## config.mk

```make
export PLATFORM = sky130hd
export DESIGN_NAME = act_out_deskew_writer
export DESIGN_NICKNAME = d
export VERILOG_FILES = /design/src/rtl/act_out_deskew_writer.sv
export SDC_FILE = /design/constraint.sdc
export NUM_CORES = 1
export LEC_CHECK = 0
export ABC_AREA = 1
export BUFFER_PORTS_ARGS = -buffer_cell sky130_fd_sc_hd__clkbuf_2
export CAP_MARGIN = 30
export CORE_UTILIZATION = 38
export CTS_BUF_LIST = sky130_fd_sc_hd__clkbuf_8
export DETAILED_ROUTE_END_ITERATION = 8
export MAX_ROUTING_LAYER = met4
export PLACE_DENSITY = 0.59
export SLEW_MARGIN = 10
export SYNTH_ARGS = -nofsm -noshare
export SYNTH_HDL_FRONTEND = slang
export SYNTH_SLANG_ARGS = --single-unit
```

## constraint.sdc

```tcl
create_clock -name clk -period 1.9 [get_ports clk]
set_clock_uncertainty 0.05 [all_clocks]
set_input_delay 0.38 -clock clk [delete_from_list [all_inputs] [get_ports clk]]
set_output_delay 0.38 -clock clk [all_outputs]
set_load 0.02 [all_outputs]
```

## src/rtl/act_out_deskew_writer.sv

```systemverilog
// act_out_deskew_writer
//   Realigns the skewed 8-lane activation output (lane i lags lane 0 by i
//   cycles) into whole rows, packs each row into one wide word and writes it
//   to the output BRAM at base_addr + row*addr_stride. done rises once
//   num_rows rows have been written.
//
// Ports
//   clk, reset          clock; synchronous active-high reset
//   start               one-cycle pulse, latches base/stride/num_rows/mask
//   base_addr           address of row 0
//   addr_stride         address increment per written row
//   num_rows            rows to write in this run
//   validity_mask       per-lane write enable
//   in_data_available   lane-0 row valid
//   inp_data0..7        lane data, lane i valid i cycles after lane 0
//   bram_addr/wdata/we  registered BRAM write port
//   busy, done          run in progress / run complete
module act_out_deskew_writer #(
  parameter int DWIDTH = 8,
  parameter int LANES  = 8,
  parameter int AWIDTH = 10
) (
  input  logic                    clk,
  input  logic                    reset,
  input  logic                    start,
  input  logic [AWIDTH-1:0]       base_addr,
  input  logic [AWIDTH-1:0]       addr_stride,
  input  logic [7:0]              num_rows,
  input  logic [LANES-1:0]        validity_mask,
  input  logic                    in_data_available,
  input  logic [DWIDTH-1:0]       inp_data0,
  input  logic [DWIDTH-1:0]       inp_data1,
  input  logic [DWIDTH-1:0]       inp_data2,
  input  logic [DWIDTH-1:0]       inp_data3,
  input  logic [DWIDTH-1:0]       inp_data4,
  input  logic [DWIDTH-1:0]       inp_data5,
  input  logic [DWIDTH-1:0]       inp_data6,
  input  logic [DWIDTH-1:0]       inp_data7,
  output logic [AWIDTH-1:0]       bram_addr,
  output logic [LANES*DWIDTH-1:0] bram_wdata,
  output logic [LANES-1:0]        bram_we,
  output logic                    busy,
  output logic                    done
);

  typedef enum logic [1:0] {
    IDLE    = 2'd0,
    ARMED   = 2'd1,
    WRITING = 2'd2,
    DONE    = 2'd3
  } state_t;

  logic [DWIDTH-1:0] lane_in [LANES];
  logic [DWIDTH-1:0] aligned [LANES];

  assign lane_in[0] = inp_data0;
  assign lane_in[1] = inp_data1;
  assign lane_in[2] = inp_data2;
  assign lane_in[3] = inp_data3;
  assign lane_in[4] = inp_data4;
  assign lane_in[5] = inp_data5;
  assign lane_in[6] = inp_data6;
  assign lane_in[7] = inp_data7;

  // Triangular delay line: lane i gets LANES-1-i stages so every lane lines
  // up with the last-arriving lane, which is used straight from the port.
  for (genvar gi = 0; gi < LANES - 1; gi++) begin : g_dly
    localparam int DEPTH = LANES - 1 - gi;
    logic [DWIDTH-1:0] sr_q [DEPTH];
    logic [DWIDTH-1:0] sr_d [DEPTH];

    always_comb begin
      sr_d[0] = lane_in[gi];
      for (int unsigned k = 1; k < DEPTH; k++) begin
        sr_d[k] = sr_q[k-1];
      end
    end

    always_ff @(posedge clk) begin
      if (reset) begin
        sr_q <= '{default: '0};
      end else begin
        sr_q <= sr_d;
      end
    end

    assign aligned[gi] = sr_q[DEPTH-1];
  end
  assign aligned[LANES-1] = lane_in[LANES-1];

  logic [LANES-2:0] vld_q, vld_d;
  logic             aligned_vld;

  assign vld_d       = {vld_q[LANES-3:0], in_data_available};
  assign aligned_vld = vld_q[LANES-2];

  // Aligned row register, then the FSM decides the write into the output
  // register stage.
  logic [DWIDTH-1:0]       row_q [LANES];
  logic [DWIDTH-1:0]       row_d [LANES];
  logic                    row_vld_q, row_vld_d;

  state_t                  state_q, state_d;
  logic [LANES-1:0]        mask_q, mask_d;
  logic [AWIDTH-1:0]       stride_q, stride_d;
  logic [AWIDTH-1:0]       addr_acc_q, addr_acc_d;
  logic [7:0]              num_rows_q, num_rows_d;
  logic [7:0]              rows_q, rows_d;
  logic [AWIDTH-1:0]       bram_addr_q, bram_addr_d;
  logic [LANES*DWIDTH-1:0] bram_wdata_q, bram_wdata_d;
  logic [LANES-1:0]        bram_we_q, bram_we_d;
  logic                    wr;

  always_comb begin
    row_d     = aligned;
    row_vld_d = aligned_vld;
  end

  always_comb begin
    state_d      = state_q;
    mask_d       = mask_q;
    stride_d     = stride_q;
    addr_acc_d   = addr_acc_q;
    num_rows_d   = num_rows_q;
    rows_d       = rows_q;
    bram_addr_d  = '0;
    bram_wdata_d = '0;
    bram_we_d    = '0;

    wr = row_vld_q && ((state_q == ARMED) || (state_q == WRITING));

    case (state_q)
      IDLE, DONE: begin
        if (start) begin
          mask_d     = validity_mask;
          stride_d   = addr_stride;
          addr_acc_d = base_addr;
          num_rows_d = num_rows;
          rows_d     = '0;
          state_d    = (num_rows == 8'd0) ? DONE : ARMED;
        end
      end
      ARMED: begin
        if (row_vld_q) begin
          state_d = WRITING;
        end
      end
      WRITING: begin
        state_d = WRITING;
      end
      default: begin
        state_d = IDLE;
      end
    endcase

    // Running-sum address: advances on every counted row, even when the
    // mask suppresses all lane enables.
    if (wr) begin
      bram_we_d   = mask_q;
      bram_addr_d = addr_acc_q;
      for (int unsigned i = 0; i < LANES; i++) begin
        bram_wdata_d[i*DWIDTH +: DWIDTH] = mask_q[i] ? row_q[i] : '0;
      end
      addr_acc_d = addr_acc_q + stride_q;
      rows_d     = rows_q + 8'd1;
      if ((rows_q + 8'd1) == num_rows_q) begin
        state_d = DONE;
      end
    end
  end

  always_ff @(posedge clk) begin
    if (reset) begin
      vld_q        <= '0;
      row_q        <= '{default: '0};
      row_vld_q    <= 1'b0;
      state_q      <= IDLE;
      mask_q       <= '0;
      stride_q     <= '0;
      addr_acc_q   <= '0;
      num_rows_q   <= '0;
      rows_q       <= '0;
      bram_addr_q  <= '0;
      bram_wdata_q <= '0;
      bram_we_q    <= '0;
    end else begin
      vld_q        <= vld_d;
      row_q        <= row_d;
      row_vld_q    <= row_vld_d;
      state_q      <= state_d;
      mask_q       <= mask_d;
      stride_q     <= stride_d;
      addr_acc_q   <= addr_acc_d;
      num_rows_q   <= num_rows_d;
      rows_q       <= rows_d;
      bram_addr_q  <= bram_addr_d;
      bram_wdata_q <= bram_wdata_d;
      bram_we_q    <= bram_we_d;
    end
  end

  assign bram_addr  = bram_addr_q;
  assign bram_wdata = bram_wdata_q;
  assign bram_we    = bram_we_q;
  assign busy       = (state_q == ARMED) || (state_q == WRITING);
  assign done       = (state_q == DONE);

endmodule

```

==> results.json <==
{
  "clock-sinks": 424,
  "async_flop_share_pct": 0,
  "cts_tree": "yes",
  "antenna_cells": 0,
  "grt_max_degree": 123,
  "critPathSlowestCell": "dfxtp_2",
  "p_total_mw": 19.8,
  "synth_top_family_by_area": "simple AND/OR/NAND/NOR gates",
  "syn_area_mm2": 0.0131,
  "hpwl_um": 15100,
  "crit_required_ps": 1470,
  "synth_edf_count": 0,
  "antenna_left": 0,
  "die_w_um": 188,
  "synth_adder_area_share_pct": 1.40,
  "synth-simple-area-share_pct": 16.7,
  "ys.flop_type": "dfxtp_1",
  "cp_top_family": "flip-flops",
  "avgRoutedWirePerCell_um": 10.2,
  "ioPinCount": 188,
  "slew-limit-headroom_pct": 64.9,
  "yosys.area_share.xor_xnor_pct": 0.268,
  "start_util_pct": 38.8,
  "finalHoldViolCount": 0,
  "drive_gt1_share_pct": 18.0,
  "drc": 0,
  "report.final.setup_viol": 0,
  "root_buffer": "clkbuf_8",
  "grt_pass1_vias": 8444,
  "peakVddDrop_mv": 0.533,
  "grt-ovfl-total": 0,
  "finalNonFillerCells": 2352,
  "clockBufferDepth": 3,
  "finalWeightedCongestion": 0.841,
  "fmax_ghz": 0.550,
  "numPortBuffers": 187,
  "path_clk_slew_ps": 60,
  "hold_path.class": "in -> reg",
  "synth_area_leaders": "dfxtp_1, nor2_1, inv_1",
  "vias_per_cell": 3.90,
  "path_buf_inv": 3,
  "cts_inserted_buffers": 71,
  "ys_seq_elements": 424,
  "p_leak_nw": 7.63,
  "dpl_cell_area_mm2": 0.0145,
  "synth-compound-area-share_pct": 3.20,
  "fin_crit_ps": 1820,
  "ys_types": 33,
  "yosysSeqAreaShare_pct": 64.9,
  "tightestPinTransition_ps": 527,
  "yosysMostFrequentCell": "nor2_1",
  "rows": 67,
  "synth_top_area_share_pct": 64.9,
  "antenna_found_initial": 0,
  "syn_inst": 1548,
  "synth_commonest_cells": "nor2_1, dfxtp_1, inv_1, nand2_1, clkbuf_1",
  "synth_largest_area_cell": "dfxtp_1",
  "worstSkewPairLatency_ps": 570,
  "start_kind": "flip-flop",
  "p_per_area_mw_per_mm2": 1180,
  "die-height_um": 188,
  "final_cell_area_mm2": 0.0168,
  "path_class": "reg -> out",
  "critPathArrivalTime_ps": 1390,
  "preCtsSetupSlack_ps": -56.4,
  "final_core_util_pct": 49.8,
  "dr.pass1.iters": 5,
  "worstPathCellList": "inv_2 > ha_4 > inv_4 > clkbuf_8",
  "setup_ws_ps": 81.4,
  "outcome": "complete, no violations",
  "syn_nets": 1666,
  "routed_wl_um": 24100,
  "synth.area.mux_share_pct": 0,
  "coreArea_mm2": 0.0337,
  "drt-initial-drc-count": 333,
  "end_kind": "output pin",
  "synth_warnings": 0,
  "fin_crit_sh_pct": 95.7,
  "grt_setup_unrepaired": "no",
  "max_stage_delay_ps": 330,
  "layout.nets": 1972,
  "htreeDepth": 3,
  "slew_viol_final": 0,
  "maxCapViolations": 0,
  "dieArea_mm2": 0.0352,
  "grt_pass1_wl_um": 39500,
  "dp.cells": 2151,
  "syn_to_final_growth_pct": 28.4,
  "grt_usage_pct": 14.3,
  "timing.hold.ws_ps": 50.5,
  "tns_ps": 0,
  "syn-mean-instance-area_um2": 8.45,
  "via_count": 9179,
  "path_max_fanout": 3
}
==> per-layer routing <==
| metal | GRT usage, % | part of all wire (%) | wire length [um] |
|---|---|---|---|
| met5 | - | 0 | 0 |
| met4 | 6.97 | 2.9 | 698 |
| met3 | 3.71 | 5.2 | 1260 |
| met2 | 23.0 | 47 | 11300 |
| met1 | 16.4 | 45 | 10900 |
==> logic make-up (layout without fill, tap and decap cells) <==
| logic type | after synthesis | in the layout |
|---|---|---|
| DFF | 424 | 424 |
| adders and majority gates | 14 | 14 |
| and+or+nand+nor | 560 | 560 |
| xor gates and xnor gates | 4 | 4 |
| AOI/OAI and AO/OA | 79 | 79 |
| buffers and inverters | 467 | 823 |
==> final cells by class <==
cell class | instances | area (um^2)
fill | 3285 | 16900
sequential | 424 | 8490
multi-input combinational | 657 | 2840
timing repair buffer | 281 | 1870
inverter | 419 | 1580
clock buffer | 91 | 1250
tap | 448 | 561
clock inverter | 32 | 205
==> tightest hold or removal path: cells and delay by family <==
kind	cells	cell delay, ps
and+or+nand+nor	1	80
AOI/OAI and AO/OA	1	80
buffers and inverters	1	70
==> flip-flops by register name, indices dropped and copies added, names as in the netlist, 10 cells and up <==
signal / cells
bram_wdata: 64
g_dly.sr_d: 168
bram_addr: 10
aligned: 48
row_q: 64
addr_acc_q: 10
stride_q: 10
==> layout by cell type, fill, tap and decap left out, drive strengths merged <==
| cell | count |
|---|---|
| dlygate4sd3 | 73 |
| clkinvlp | 3 |
| inv | 434 |
| o21ai | 36 |
| a211oi | 2 |
| nand3b | 1 |
| o21a | 1 |
| xnor2 | 1 |
| clkbuf | 277 |
| and2 | 1 |
| nor3 | 3 |
| nand3 | 28 |
| nand2 | 85 |
| o31ai | 1 |
| dfxtp | 424 |
| nor2 | 439 |
| bufinv | 2 |
| a32o | 1 |
| xor2 | 3 |
| buf | 22 |
| nor4 | 1 |
| nand4 | 2 |
| clkinv | 12 |
| fa | 1 |
| a21oi | 35 |
| o22ai | 1 |
| a221oi | 1 |
| ha | 13 |
| o211ai | 1 |
==> path summary, 6_finish.rpt <==
path	cells past startpoint	slack, ps	start	to
min reg2reg	2	340	g_dly[2].sr_d[23]	g_dly[2].sr_d[15]
min	3	50	addr_stride[9]	stride_q[9]
max reg2reg	9	160	state_q[0]	rows_q[3]
max	4	80	state_q[0]	busy
==> repair_timing <==
item | in CTS | in global routing
buffers inserted | 2 | 3
endpoints found under the hold margin | 73 | 0
pin swaps | 1 | 1
endpoints found under the setup margin | 24 | 12
resized for setup | 5 | 6
hold buffers | 73 | 0
==> power breakdown <==
group | internal (mW) | switching [mW] | total, mW
Combinational | 0.946 | 1.25 | 2.20
Sequential | 9.33 | 0.211 | 9.54
Clock | 4.58 | 3.46 | 8.04
Power figures use the tool's default switching activity.
